<file path="src/rtl/score_keeper.sv">
// Score/best-score keeper for the flappy-bird game: BCD pass counter, best-score
// latch and a registered display mux that alternates score and best after a game ends.
module score_keeper #(
    parameter int unsigned BLINK_DIV = 50000000
) (
    input  logic        clk,
    input  logic        rst_n,
    input  logic        game_start,
    input  logic        pipe_pass,
    input  logic        game_over,
    output logic [15:0] score,
    output logic [15:0] best,
    output logic [15:0] disp_score,
    output logic        disp_is_best,
    output logic        new_best,
    output logic [1:0]  state
);

    typedef enum logic [1:0] {
        IDLE    = 2'b00,
        PLAYING = 2'b01,
        OVER    = 2'b10
    } state_t;

    localparam logic [25:0] BLINK_LAST = 26'(BLINK_DIV - 1);
    localparam logic [15:0] SCORE_MAX  = 16'h9999;

    state_t      cur_state;
    state_t      nxt_state;
    logic        start_game;
    logic        end_game;
    logic        pipe_pass_d;
    logic        pass_evt;
    logic [15:0] score_nxt;
    logic [25:0] blink_cnt;
    logic        blink_phase;
    logic [15:0] disp_src;
    logic        disp_src_is_best;

    // Increment packed BCD; the caller guarantees the value is below 9999.
    function automatic logic [15:0] bcd_inc(input logic [15:0] v);
        logic [15:0] r;
        logic        carry;
        r     = v;
        carry = 1'b1;
        for (int i = 0; i < 4; i++) begin
            if (carry) begin
                if (v[4*i +: 4] == 4'd9) begin
                    r[4*i +: 4] = 4'd0;
                end else begin
                    r[4*i +: 4] = v[4*i +: 4] + 4'd1;
                    carry       = 1'b0;
                end
            end
        end
        return r;
    endfunction

    // Digit-wise magnitude compare, most significant digit decides first.
    function automatic logic bcd_gt(input logic [15:0] a, input logic [15:0] b);
        logic gt;
        logic decided;
        gt      = 1'b0;
        decided = 1'b0;
        for (int i = 3; i >= 0; i--) begin
            if (!decided) begin
                if (a[4*i +: 4] > b[4*i +: 4]) begin
                    gt      = 1'b1;
                    decided = 1'b1;
                end else if (a[4*i +: 4] < b[4*i +: 4]) begin
                    decided = 1'b1;
                end
            end
        end
        return gt;
    endfunction

    assign pass_evt = pipe_pass & ~pipe_pass_d;
    assign state    = cur_state;

    always_ff @(posedge clk or negedge rst_n) begin
        if (!rst_n) begin
            cur_state <= IDLE;
        end else begin
            cur_state <= nxt_state;
        end
    end

    // Start beats a simultaneous game_over outside PLAYING; 2'b11 falls back to IDLE.
    always_comb begin
        nxt_state  = cur_state;
        start_game = 1'b0;
        end_game   = 1'b0;
        case (cur_state)
            IDLE: begin
                if (game_start) begin
                    nxt_state  = PLAYING;
                    start_game = 1'b1;
                end
            end
            PLAYING: begin
                if (game_over) begin
                    nxt_state = OVER;
                    end_game  = 1'b1;
                end
            end
            OVER: begin
                if (game_start) begin
                    nxt_state  = PLAYING;
                    start_game = 1'b1;
                end
            end
            default: begin
                nxt_state = IDLE;
            end
        endcase
    end

    always_ff @(posedge clk or negedge rst_n) begin
        if (!rst_n) begin
            pipe_pass_d <= 1'b0;
        end else begin
            pipe_pass_d <= pipe_pass;
        end
    end

    // A collision in the same cycle as a pass discards the increment.
    always_comb begin
        score_nxt = score;
        if (start_game) begin
            score_nxt = 16'h0000;
        end else if (cur_state == PLAYING && !game_over && pass_evt &&
                     score != SCORE_MAX) begin
            score_nxt = bcd_inc(score);
        end
    end

    always_ff @(posedge clk or negedge rst_n) begin
        if (!rst_n) begin
            score <= 16'h0000;
        end else begin
            score <= score_nxt;
        end
    end

    always_ff @(posedge clk or negedge rst_n) begin
        if (!rst_n) begin
            best     <= 16'h0000;
            new_best <= 1'b0;
        end else if (start_game) begin
            new_best <= 1'b0;
        end else if (end_game && bcd_gt(score, best)) begin
            best     <= score;
            new_best <= 1'b1;
        end
    end

    // The counter only runs while staying in OVER, so every entry starts at phase 0.
    always_ff @(posedge clk or negedge rst_n) begin
        if (!rst_n) begin
            blink_cnt   <= '0;
            blink_phase <= 1'b0;
        end else if (cur_state == OVER && nxt_state == OVER) begin
            if (blink_cnt == BLINK_LAST) begin
                blink_cnt   <= '0;
                blink_phase <= ~blink_phase;
            end else begin
                blink_cnt <= blink_cnt + 26'd1;
            end
        end else begin
            blink_cnt   <= '0;
            blink_phase <= 1'b0;
        end
    end

    always_comb begin
        disp_src         = best;
        disp_src_is_best = 1'b0;
        case (cur_state)
            PLAYING: begin
                disp_src = score;
            end
            OVER: begin
                if (blink_phase) begin
                    disp_src         = best;
                    disp_src_is_best = 1'b1;
                end else begin
                    disp_src = score;
                end
            end
            default: begin
                disp_src = best;
            end
        endcase
    end

    always_ff @(posedge clk or negedge rst_n) begin
        if (!rst_n) begin
            disp_score   <= 16'h0000;
            disp_is_best <= 1'b0;
        end else begin
            disp_score   <= disp_src;
            disp_is_best <= disp_src_is_best;
        end
    end

endmodule

</file>
<file path="config.mk">
export PLATFORM = sky130hd
export DESIGN_NAME = score_keeper
export DESIGN_NICKNAME = d
export VERILOG_FILES = /design/src/rtl/score_keeper.sv
export SDC_FILE = /design/constraint.sdc
export NUM_CORES = 1
export LEC_CHECK = 0
export ABC_CLOCK_PERIOD_IN_PS = 1900
export CAP_MARGIN = 5
export CORE_ASPECT_RATIO = 1.1
export CORE_UTILIZATION = 36
export CTS_CLUSTER_DIAMETER = 200
export CTS_CLUSTER_SIZE = 24
export DETAILED_ROUTE_END_ITERATION = 8
export SYNTH_ARGS = -nofsm -noshare
export SYNTH_HDL_FRONTEND = slang
export SYNTH_SLANG_ARGS = --single-unit
export TNS_END_PERCENT = 20
</file>
<file path="constraint.sdc">
create_clock -name clk -period 1.9 [get_ports clk]
set_input_delay 0.38 -clock clk [delete_from_list [all_inputs] [get_ports clk]]
set_output_delay 0.38 -clock clk [all_outputs]
set_load 0.01 [all_outputs]
</file>
==> After elaboration in Yosys (flattened, before gate mapping) <==
Cells that the tools add are included.
{ "totals": {"register_bits": 80, "latchBits": 0, "ramBits": 0, "rom_bits": 0, "input_bits": 5, "out_inout_bits": 52, "elab_cells": 111, "memories": 0} }
{ "op_classes": {"n_addsub": 5, "mul": 0, "n_div": 0, "magnitude_cmp": 7, "eq_ne": 10, "n_shift": 0, "n_mux": 56, "bitwise": 4, "n_reduce_logical": 17} }
{ "ops": {"columns": ["operator", "count"], "rows": [
  ["$mux 26", 2],
  ["$mux 16", 3],
  ["$mux 1", 40],
  ["$pmux 16 s2", 1],
  ["$mux 4", 7],
  ["$add 26x1->26 const B", 1],
  ["$eq 26x26->1 const B", 1],
  ["$add 4x1->4 const B", 4],
  ["$eq 4x4->1 const B", 4],
  ["$gt 4x4->1", 4],
  ["$ne 16x16->1 const B", 1],
  ["$lt 4x4->1", 3],
  ["$reduce_bool 2->1", 5],
  ["$reduce_and 2->1", 4],
  ["$logic_and 1x1->1", 5],
  ["$eq 2x2->1 const B", 2],
  ["$mux 2", 2],
  ["$pmux 2 s2", 1],
  ["$not 1->1", 3],
  ["$eq 2x1->1 const B", 1],
  ["$logic_not 2->1", 1],
  ["$ne 2x1->1 const B", 1],
  ["$reduce_or 2->1", 1],
  ["$and 1x1->1", 1],
  ["$logic_not 1->1", 1]
]} }

==> Depth between registers and ports, before layout <==
{ "logic_depth": {"word_depth": 15, "depth_mapped": 9, "mapped_depth_nobuf": 7} }

==> Worst setup path after synthesis <==
Ideal clock, no wire load.
{ "synth_timing": {"path_type": "flip-flop to flip-flop", "from": "reg score[5]", "to": "reg best[12]", "setup_time_ps": 125, "arrival_ps": 2039, "required_ps": 1775, "slack_ps": -264, "stages_incl_launch_ff": 8, "path_buffers": 1, "period_less_slack_ps": 2164, "cell_sequence": "dfrtp_1 ha_1 and3b_1 a2111oi_0 o21ai_0 nand4_4 buf_6 mux2_4"} }
{ "synth_between": {"elab_chain_cells": 9, "elab_cells_between_ends": 13, "classes_between": "order compare: 2; mux: 9; reduce/logical: 2"} }
{ "synth_lines": {"columns": ["element", "line_no", "rtl"], "rows": [
  ["from (decl)", "11", "output logic [15:0] score,"],
  ["from (signal assigned)", "142", "score <= score_nxt;"],
  ["$lt 4x4->1", "70", "end else if (a[4*i +: 4] < b[4*i +: 4]) begin"],
  ["$mux 1", "70", null],
  ["$mux 1", "67", "if (a[4*i +: 4] > b[4*i +: 4]) begin"],
  ["$mux 1", "66", "if (!decided) begin"],
  ["$mux 1", "150", "end else if (start_game) begin"],
  ["$mux 1 *", "66", null],
  ["$mux 1 *", "150", null],
  ["$logic_and 1x1->1 *", "152", "end else if (end_game && bcd_gt(score, best)) begin"],
  ["$reduce_and 2->1 (no line) *", null, null],
  ["to (signal assigned)", "153", "best <= score;"],
  ["to (decl)", "12", "output logic [15:0] best,"]
]} }
Mark *: on every way between the ends. The rest lies on a longest branch, timed or not. The select of a mux whose other input is x is not followed.
A chain may end at the register's enable or synchronous reset.

==> Worst setup path in the final report <==
{ "layout_timing": {"from": "reg score[6]", "to": "reg best[15]"} }
The elaborated chain is that of the path after synthesis.

==> impl_metrics.yaml <==
synth:
  synth-seq-area-share_pct: 49.5
  synth_cells: 382
  syn_area_um2: 4050
  synth_flop_cell: "dfrtp_1"
  syn_avg_cell_area_um2: 10.6
  ys.warnings.count: 0
  synth-seq-cells: 80
  synth_area_leaders: "dfrtp_1, ha_1, xnor2_1, nor2_1, a22o_1"
  yosysMostFrequentCell: "dfrtp_1"
  synth-edff-count: 0
  yosysUniqueCellTypes: 47
  async_reset_ff_share_pct: 100
  yosys-top-cells-count: "dfrtp_1, nor2_1, inv_1"
  synth_top_area_share_pct: 49.5
  synth_top_area_cell: "dfrtp_1"
  synth_nets: 408
critical_path:
  worst_path_largest_cell_delay_ns: 0.42
  path_cells: "ha_4 > nand4_1 > a211oi_2 > nand3_1 > nand4_4 > clkbuf_16 > mux2_4"
  critical-path-slowest-cell: "dfrtp_2"
  path_buf_inv: 1
  cp_max_fo: 8
  end_kind: "flop"
  critPathRequiredTime_ns: 2.13
  worstSetupPathType: "flop to flop"
  cp_top_family: "simple AND/OR/NAND/NOR gates"
  crit_path_start_kind: "flop"
  worstPathArrival_ns: 2.28
pwr:
  seqPwrFrac_pct: 32.8
  power_mw: 5.94
  clkPwrFrac_pct: 33.9
  peakVddDrop_mv: 0.708
  p_sw_mw: 1.84
  p_per_area_nw_per_um2: 1010
  pwr-share-comb_pct: 33.3
  p_sw_share_pct: 30.9
  p_leak_nw: 2.58
  p_int_mw: 4.10
cts:
  clkLatencyLatePin_ns: 0.35
  cts_tree: "built"
  cts_buffers: 9
  clk_pin_slew_ns: 0.06
  cts_sinks: 80
  cts_buffer_depth: 2
  htreeDepth: 3
  cts-root-buf: "clkbuf_16"
route:
  wl_mm: 10.0
  via_per_inst: 4.88
  wl_per_cell_um: 15.1
  detail-route-antenna-nets: 0
  drc: 0
  vias: 3238
  met2_length_mm: 4.87
  drt-met1-wl_mm: 4.55
  routed.top_layer: "met4"
  drt-pass1-iter-count: 5
  dr_wl_met3_um: 434
  drt_iter0_drc: 161
layout:
  fillers: 1006
  multi_input_area_um2: 2060
  seqCellArea_um2: 2010
  num_antenna_cells: 0
  synthToLayoutAreaGrowth_pct: 45.2
  fin_util_pct: 53.8
  layout-drive-gt1-share_pct: 27.7
  final_nets: 537
global_routing:
  grt_pass1_vias: 3332
  track_usage_pct: 18.6
  gr-total-overflow: 0
  grt_max_degree: 36
  grt_pass1_wl_mm: 16.4
  antenna_found_initial: 0
status:
  status: "finished with violations"
  violations: "setup timing"
placement:
  dp_hpwl_mm: 6.80
  numPortBuffers: 56
  globalplace.congestion: 0.833
  place_ws_ns: -0.283
sta:
  setup_viol: 17
  relSlewSlack_pct: 72.0
  hold_slack_ns: 0.500
  rsz0062_at_grt: "true"
  worst_pin_slew_ns: 0.416
  tns_ns: -2.07
  maxSlewViolCount: 0
  layout_setup_ws_ns: -0.158
  fmax_mhz: 486
  period_share_pct: 108
  hold_violations: 0
  fin_worst_skew_ns: 0.00592
  min_period_ns: 2.06
job:
  drv_cap: 0
floorplanning:
  dieArea_um2: 11700
  core_area_um2: 10900
  rows: 40
  ios: 57
  start_util_pct: 37.1
  fp.dieH_um: 113
  fp.dieW_um: 103
hold_path:
  min_path_type: "flop to flop"
[power by group through the flow]
stage | Combinational (mW) | Clock [mW] | Sequential, mW
after floorplan | 0.859 | 0 | 2.06
after global placement | 1.81 | 0 | 1.97
after detailed placement | 1.83 | 0 | 1.97
after CTS | 1.91 | 2.07 | 1.95
after global routing | 2.15 | 2.14 | 1.97
final | 1.98 | 2.01 | 1.95
[sequential cells by signal, indices dropped and copies added (netlist names)]
name / flops
disp_is_best: 1
best: 16
score: 16
blink_cnt: 26
blink_phase: 1
new_best: 1
state: 2
disp_score: 16
pipe_pass_d: 1
[final cells by class]
cell class | count | area share [%]
well taps | 147 | 3.13
inverters | 30 | 2.00
repair buffers | 128 | 19.7
clock inverters | 7 | 2.04
multi-input cells | 262 | 35.0
flip-flops and latches | 80 | 34.3
clock buffers | 9 | 3.83
[metrics by stage]
stage               instances  area (µm²)
floorplan                 382        4170
global placement          639        5350
detailed placement        639        5350
CTS                       658        5770
global route              663        5870
finish                    663        5870
[worst paths after layout]
kind / start / endpoint / slack [ns] / cells past startpoint
setup / recovery: score[6] / best[15] / -0.16 / 7
hold / removal: new_best / new_best / 0.50 / 2
setup reg to reg: score[6] / best[15] / -0.16 / 7
hold reg to reg: new_best / new_best / 0.50 / 2
max in group asynchronous: rst_n / best[8] / 0.80 / 3
min in group asynchronous: rst_n / score[14] / 0.52 / 2
[cell families after synthesis]
| logic type | synth area share (%) |
|---|---|
| DFF | 49.5 |
| xor gates and xnor gates | 7.14 |
| AOI/OAI and AO/OA | 7.79 |
| muxes | 5.54 |
| and+or+nand+nor | 18.9 |
| adders and majority gates | 6.49 |
| buffers and inverters | 4.64 |
[what timing repair did]
action | in CTS | in global routing
resized for setup | 8 | 14
gates cloned | 0 | 1
setup endpoints to repair | 18 | 44
hold buffers | 1 | 0
pin swaps | 1 | 8
setup buffers | 2 | 4
endpoints found under the hold margin | 25 | 0
[per-layer routing]
metal | vias up | track usage (%)
met5 | - | 0
met4 | 0 | 5.92
met3 | 11 | 5.56
met2 | 74 | 29.7
met1 | 1587 | 24.0
li1 | 1566 | -
[layout by cell type, fill, tap and decap left out, drive strengths merged, types with 2 or more instances in the layout]
cell type / netlist / layout
a21oi: 10 / 10
bufinv: 0 / 3
and4: 3 / 3
a21o: 2 / 2
buf: 6 / 71
xnor2: 24 / 24
clkbuf: 4 / 10
clkdlybuf4s50: 0 / 55
and3: 4 / 4
nor4: 3 / 3
nor2b: 5 / 5
inv: 30 / 30
nand4: 12 / 12
a211oi: 3 / 3
mux2i: 7 / 7
nor3: 9 / 9
a22o: 16 / 16
ha: 21 / 21
mux2: 12 / 12
nor2: 53 / 53
clkinv: 0 / 3
nand2: 20 / 20
nand3: 20 / 20
xor2: 9 / 9
dfrtp: 80 / 80
and2: 3 / 3
or2: 3 / 3
and4bb: 2 / 2
nand4bb: 2 / 2
o21ai: 6 / 6
[tightest hold or removal path, delay by kind of cell, from the launching register on]
family	cells	cell delay, ns
DFF	1	0.36
and+or+nand+nor	2	0.10
Power figures use the tool's default switching activity.
